===== config.mk =====
export PLATFORM = sky130hd
export DESIGN_NAME = instr_fetch_unit
export DESIGN_NICKNAME = d
export VERILOG_FILES = /design/src/rtl/proc_defs.sv /design/src/rtl/next_pc_calc.sv /design/src/rtl/instr_fetch_unit.sv
export SDC_FILE = /design/constraint.sdc
export NUM_CORES = 1
export LEC_CHECK = 0
export ABC_CLOCK_PERIOD_IN_PS = 7500
export BUFFER_PORTS_ARGS = -buffer_cell sky130_fd_sc_hd__buf_2
export CAP_MARGIN = 30
export CELL_PAD_IN_SITES_DETAIL_PLACEMENT = 1
export CELL_PAD_IN_SITES_GLOBAL_PLACEMENT = 2
export CORE_ASPECT_RATIO = 0.8
export CORE_MARGIN = 2
export CORE_UTILIZATION = 31
export CTS_CLUSTER_SIZE = 12
export DETAILED_ROUTE_END_ITERATION = 16
export GPL_TIMING_DRIVEN = 0
export PLACE_DENSITY = 0.83
export SLEW_MARGIN = 20
export SYNTH_ARGS = -nofsm -noshare
export SYNTH_HDL_FRONTEND = slang
export SYNTH_SLANG_ARGS = --single-unit

===== constraint.sdc =====
create_clock -name CLK -period 7.5 [get_ports CLK]
set_input_delay 0.75 -clock CLK [delete_from_list [all_inputs] [get_ports CLK]]
set_output_delay 0.75 -clock CLK [all_outputs]
set_load 0.01 [all_outputs]

===== src/rtl/proc_defs.sv =====
// Shared definitions for the fetch front end and control unit: opcodes,
// instruction field positions and the fetch FSM state encoding.
package proc_defs;

   localparam logic [4:0] OPC_I  = 5'b00001;
   localparam logic [4:0] OPC_AR = 5'b00010;
   localparam logic [4:0] OPC_J  = 5'b00011;
   localparam logic [4:0] OPC_M  = 5'b00100;
   localparam logic [4:0] OPC_T  = 5'b01011;

   localparam int OPC_HI   = 31;
   localparam int OPC_LO   = 27;
   localparam int JADDR_HI = 26;
   localparam int JADDR_LO = 0;
   localparam int BOFF_HI  = 15;
   localparam int BOFF_LO  = 0;

   typedef enum logic [1:0] {
      FETCH = 2'd0,
      EXEC  = 2'd1,
      HALT  = 2'd2
   } fetchState_t;

endpackage


===== src/rtl/next_pc_calc.sv =====
// Combinational next-PC selection: sequential, absolute jump, or PC-relative
// branch. All results wrap modulo 2^AW.
module next_pc_calc
   import proc_defs::*;
#(
   parameter int AW = 16
) (
   input  logic [AW-1:0]       pc,
   input  logic [JADDR_HI:0]   instrField,
   input  logic                pcSrc,
   input  logic                C_offset,
   output logic [AW-1:0]       next_pc
);

   logic [AW-1:0] seqPc;
   logic [AW-1:0] jumpPc;
   logic [AW-1:0] branchPc;

   always_comb begin
      seqPc    = pc + AW'(1);
      jumpPc   = AW'(instrField[JADDR_HI:JADDR_LO]);
      // the offset is relative to the following instruction, not to pc itself
      branchPc = seqPc + AW'($signed(instrField[BOFF_HI:BOFF_LO]));
      if (!pcSrc)
         next_pc = seqPc;
      else if (!C_offset)
         next_pc = jumpPc;
      else
         next_pc = branchPc;
   end

endmodule


===== src/rtl/instr_fetch_unit.sv =====
// PC and instruction fetch front end: fetches over a req/valid handshake,
// holds the instruction for one EXEC window, then advances the PC.
module instr_fetch_unit
   import proc_defs::*;
#(
   parameter int            AW       = 16,
   parameter int            IW       = 32,
   parameter logic [AW-1:0] RESET_PC = '0,
   parameter int            TIMEOUT  = 15
) (
   input  logic          CLK,
   input  logic          RST,
   output logic          imem_req,
   output logic [AW-1:0] imem_addr,
   input  logic [IW-1:0] imem_rdata,
   input  logic          imem_valid,
   output logic [4:0]    opcode,
   output logic [IW-1:0] instr,
   output logic          instr_valid,
   input  logic          pcSrc,
   input  logic          C_offset,
   input  logic          stall,
   output logic [AW-1:0] pc,
   output logic          fetch_err
);

   localparam int CW = $clog2(TIMEOUT + 1);

   fetchState_t   state;
   logic [AW-1:0] pcReg;
   logic [IW-1:0] instrReg;
   logic          errReg;
   logic [CW-1:0] waitCnt;
   logic [AW-1:0] nextPc;

   next_pc_calc #(.AW(AW)) u_next_pc_calc (
      .pc         (pcReg),
      .instrField (instrReg[JADDR_HI:0]),
      .pcSrc      (pcSrc),
      .C_offset   (C_offset),
      .next_pc    (nextPc)
   );

   // request drops in the same cycle reset is raised so a reset cancels a fetch
   assign imem_req    = (state == FETCH) && !RST;
   assign imem_addr   = pcReg;
   assign pc          = pcReg;
   assign instr       = instrReg;
   assign opcode      = instrReg[OPC_HI:OPC_LO];
   assign instr_valid = (state == EXEC);
   assign fetch_err   = errReg;

   always_ff @(posedge CLK) begin
      if (RST) begin
         state    <= FETCH;
         pcReg    <= RESET_PC;
         instrReg <= '0;
         errReg   <= 1'b0;
         waitCnt  <= '0;
      end else begin
         case (state)
            FETCH: begin
               if (imem_valid) begin
                  instrReg <= imem_rdata;
                  waitCnt  <= '0;
                  state    <= EXEC;
               end else if (waitCnt == CW'(TIMEOUT - 1)) begin
                  errReg <= 1'b1;
                  state  <= HALT;
               end else begin
                  waitCnt <= waitCnt + 1'b1;
               end
            end
            EXEC: begin
               if (!stall) begin
                  pcReg <= nextPc;
                  state <= FETCH;
               end
            end
            HALT: begin
            end
            default: state <= HALT;
         endcase
      end
   end

endmodule


==> impl_metrics.env <==
export IMPL_synth_enable_flop_cells=0
export IMPL_antenna_found_initial=0
export IMPL_core_area_um2=11400
export IMPL_clkLatencyLatePin_ns=0.30
export IMPL_hold_buffers=0
export IMPL_drv_slew=0
export IMPL_fmax_mhz=276
export IMPL_hold_path_class="flip-flop to flip-flop"
export IMPL_ys_flop_type="dfxtp_1"
export IMPL_start_util_pct=31.3
export IMPL_finalSetupViolations=0
export IMPL_critPathKind="flip-flop to flip-flop"
export IMPL_crit_arrival_ns=3.77
export IMPL_r2r_end="imem_addr[15]"
export IMPL_skew_ns=0.00945
export IMPL_grtUsageTotal_pct=20.0
export IMPL_synthDistinctLibCells=56
export IMPL_die_w_um=124
export IMPL_port_buffer_count=107
export IMPL_drc_errors=0
export IMPL_grt_pass1_vias=3626
export IMPL_place_hpwl_um=9360
export IMPL_finish_instance_area_um2=4450
export IMPL_htree_levels=2
export IMPL_num_fill_cells=1456
export IMPL_syn_nets=524
export IMPL_p_per_area_nw_per_um2=160
export IMPL_via_count=3731
export IMPL_final_cell_mix="buf_2, nand2_1, a21oi_1, dfxtp_1, nor2_1"
export IMPL_postSynthAreaPerCell_um2=7.70
export IMPL_wl_per_cell_um=16.5
export IMPL_gp_congestion=0.840
export IMPL_postCtsSetupBuffers=0
export IMPL_dp_cells=718
export IMPL_reg2reg_from="imem_addr[0]"
export IMPL_ctsResizeCount=0
export IMPL_ir_drop_mv=0.0837
export IMPL_startpoint_type="flip-flop"
export IMPL_finalCoreUtilization_pct=39.0
export IMPL_end_kind="flip-flop"
export IMPL_tightest_slew_ns=0.783
export IMPL_final_cells=726
export IMPL_drive_gt1_share_pct=26.1
export IMPL_rows=35
export IMPL_drt_iter0_markers=193
export IMPL_cts_sinks=55
export IMPL_crit_required_ns=7.65
export IMPL_ant_nets=0
export IMPL_wl_um=12000
export IMPL_clockBufferDepth=2
export IMPL_synthArstFlopShare_pct=0
export IMPL_clk_pin_slew_worst_paths_ns=0.08
export IMPL_grt_max_degree=19
export IMPL_layout_commonest_cell="buf_2"
export IMPL_ys_seq_elements=55
export IMPL_fin_crit_sh_pct=48.2
export IMPL_cp_endpoint="imem_addr[15]"
export IMPL_place_area_um2=4290
export IMPL_status="finished clean"
export IMPL_cp_max_fo=9
export IMPL_cts_root_buf="clkbuf_16"
export IMPL_cellLeakagePower_uw=0.00213
export IMPL_reg2regPathDepth=12
export IMPL_globalRouteOverflowTotal=0
export IMPL_yosysSeqAreaShare_pct=30.9
export IMPL_nets=638
export IMPL_startpoint="imem_addr[0]"
export IMPL_cts_tree="built"
export IMPL_final_setup_tns_ns=0
export IMPL_netlist_area_um2=3570
export IMPL_drv_cap=0
export IMPL_fp_dieArea_um2=12400
export IMPL_die_h_um=99.9
export IMPL_cts_buffers=5
export IMPL_rsz0062_at_grt="no"
export IMPL_rrSetupSlack_ns=3.88
export IMPL_dr_pass1_iters=4
export IMPL_insertedDiodeCount=0
export IMPL_area_growth_pct=24.7
export IMPL_timing_hold_violations_final=0
export IMPL_vias_per_cell=5.14
export IMPL_grt_pass1_wl_um=19300
export IMPL_postSynthCellCount=463
export IMPL_relSlewSlack_pct=47.8
export IMPL_fin_crit_ns=3.62
export IMPL_io_pins=110
export IMPL_yosys_warnings=0
## cell families (layout without fill, tap and decap cells)
group / after synthesis / count (layout) / synth area share [%]
AND/OR/NAND/NOR: 177 / 177 / 23.6
AO/OA/AOI/OAI: 127 / 127 / 22.0
buffers and inverters: 52 / 167 / 7.79
flip-flops: 55 / 55 / 30.9
multiplexers: 6 / 6 / 1.79
adder cells (fa/ha/maj): 23 / 23 / 8.28
XOR/XNOR: 23 / 23 / 5.65
## Yosys cell counts (3+ instances only)
cell type / n / area, µm²
nand2_1: 90 / 338
a21oi_1: 57 / 285
dfxtp_1: 55 / 1100
nor2_1: 25 / 93.8
ha_1: 22 / 275
buf_4: 21 / 158
clkbuf_1: 20 / 75.1
o21ai_0: 17 / 85.1
xnor2_1: 15 / 131
nand3_1: 13 / 65.1
a31oi_1: 9 / 56.3
a21o_1: 8 / 60.1
nor3_1: 8 / 40.0
xor2_1: 8 / 70.1
inv_1: 7 / 26.3
nand2b_1: 6 / 37.5
nor2b_1: 5 / 31.3
o211ai_1: 5 / 37.5
or3_1: 5 / 31.3
nand4_1: 4 / 25.0
o221ai_1: 4 / 35.0
a211oi_1: 3 / 22.5
a32o_1: 3 / 30.0
and2_1: 3 / 18.8
and4_1: 3 / 26.3
mux2_2: 3 / 33.8
mux2i_1: 3 / 30.0
nor3b_1: 3 / 22.5
o31ai_1: 3 / 22.5
## registers in the layout, summed over array words and instances, names as in the netlist
register   count
waitCnt        4
imem_addr     16
fetch_err      1
state          2
instr         32
## where the power goes
| part | leakage (µW) | switching [µW] | internal, µW |
|---|---|---|---|
| combinational | 0.00160 | 78.4 | 53.8 |
| sequential | 0.000449 | 16.8 | 306 |
| clock | 0.0000790 | 119 | 136 |
| total | 0.00213 | 214 | 496 |
## through the flow
step	setup slack, ns	total power, µW	hold WS (ns)
5_1_grt	3.60	750	0.478
2_1_floorplan	4.32	406	0.458
4_1_cts	3.89	721	0.459
3_3_place_gp	3.95	458	0.439
3_5_place_dp	3.93	462	0.447
6_report	3.88	710	0.455
## per-layer routing
metal	global-route usage (%)	share of wire, %
met5	0	0
met4	6.14	1.7
met3	5.00	6.7
met2	30.6	42
met1	27.8	50
## worst max-delay path, cell delays in order, from the launching register on
cell      delay (ns)
dfxtp_1         0.50
ha_1            0.31
inv_1           0.10
nor3_1          0.44
nand2_1         0.13
xnor2_1         0.32
ha_1            0.39
a21o_1          0.23
o21bai_1        0.17
a221o_1         0.32
a21oi_1         0.25
xnor2_1         0.17
a41oi_1         0.13
## how the worst min path moves through the flow
stage	start	endpoint	slack, ns	depth (start not counted)
after detailed placement	instr[17]	instr[17]	0.45	2
after global routing	instr[17]	instr[17]	0.48	2
final	instr[17]	instr[17]	0.46	2
after global placement	instr[21]	instr[21]	0.44	2
after CTS	instr[17]	instr[17]	0.46	2
after floorplan	waitCnt[3]	waitCnt[3]	0.46	2
## cell type report
class | instances | area (µm²) | area share (%)
inverter | 7 | 26.3 | 0.591
multi-input combinational | 356 | 2190 | 49.2
timing repair buffer | 107 | 536 | 12.0
sequential | 55 | 1100 | 24.8
clock buffer | 6 | 139 | 3.12
tap | 148 | 185 | 4.17
clock inverter | 2 | 20.0 | 0.450
buffer | 45 | 251 | 5.66
(Power assumes the default switching activity.)
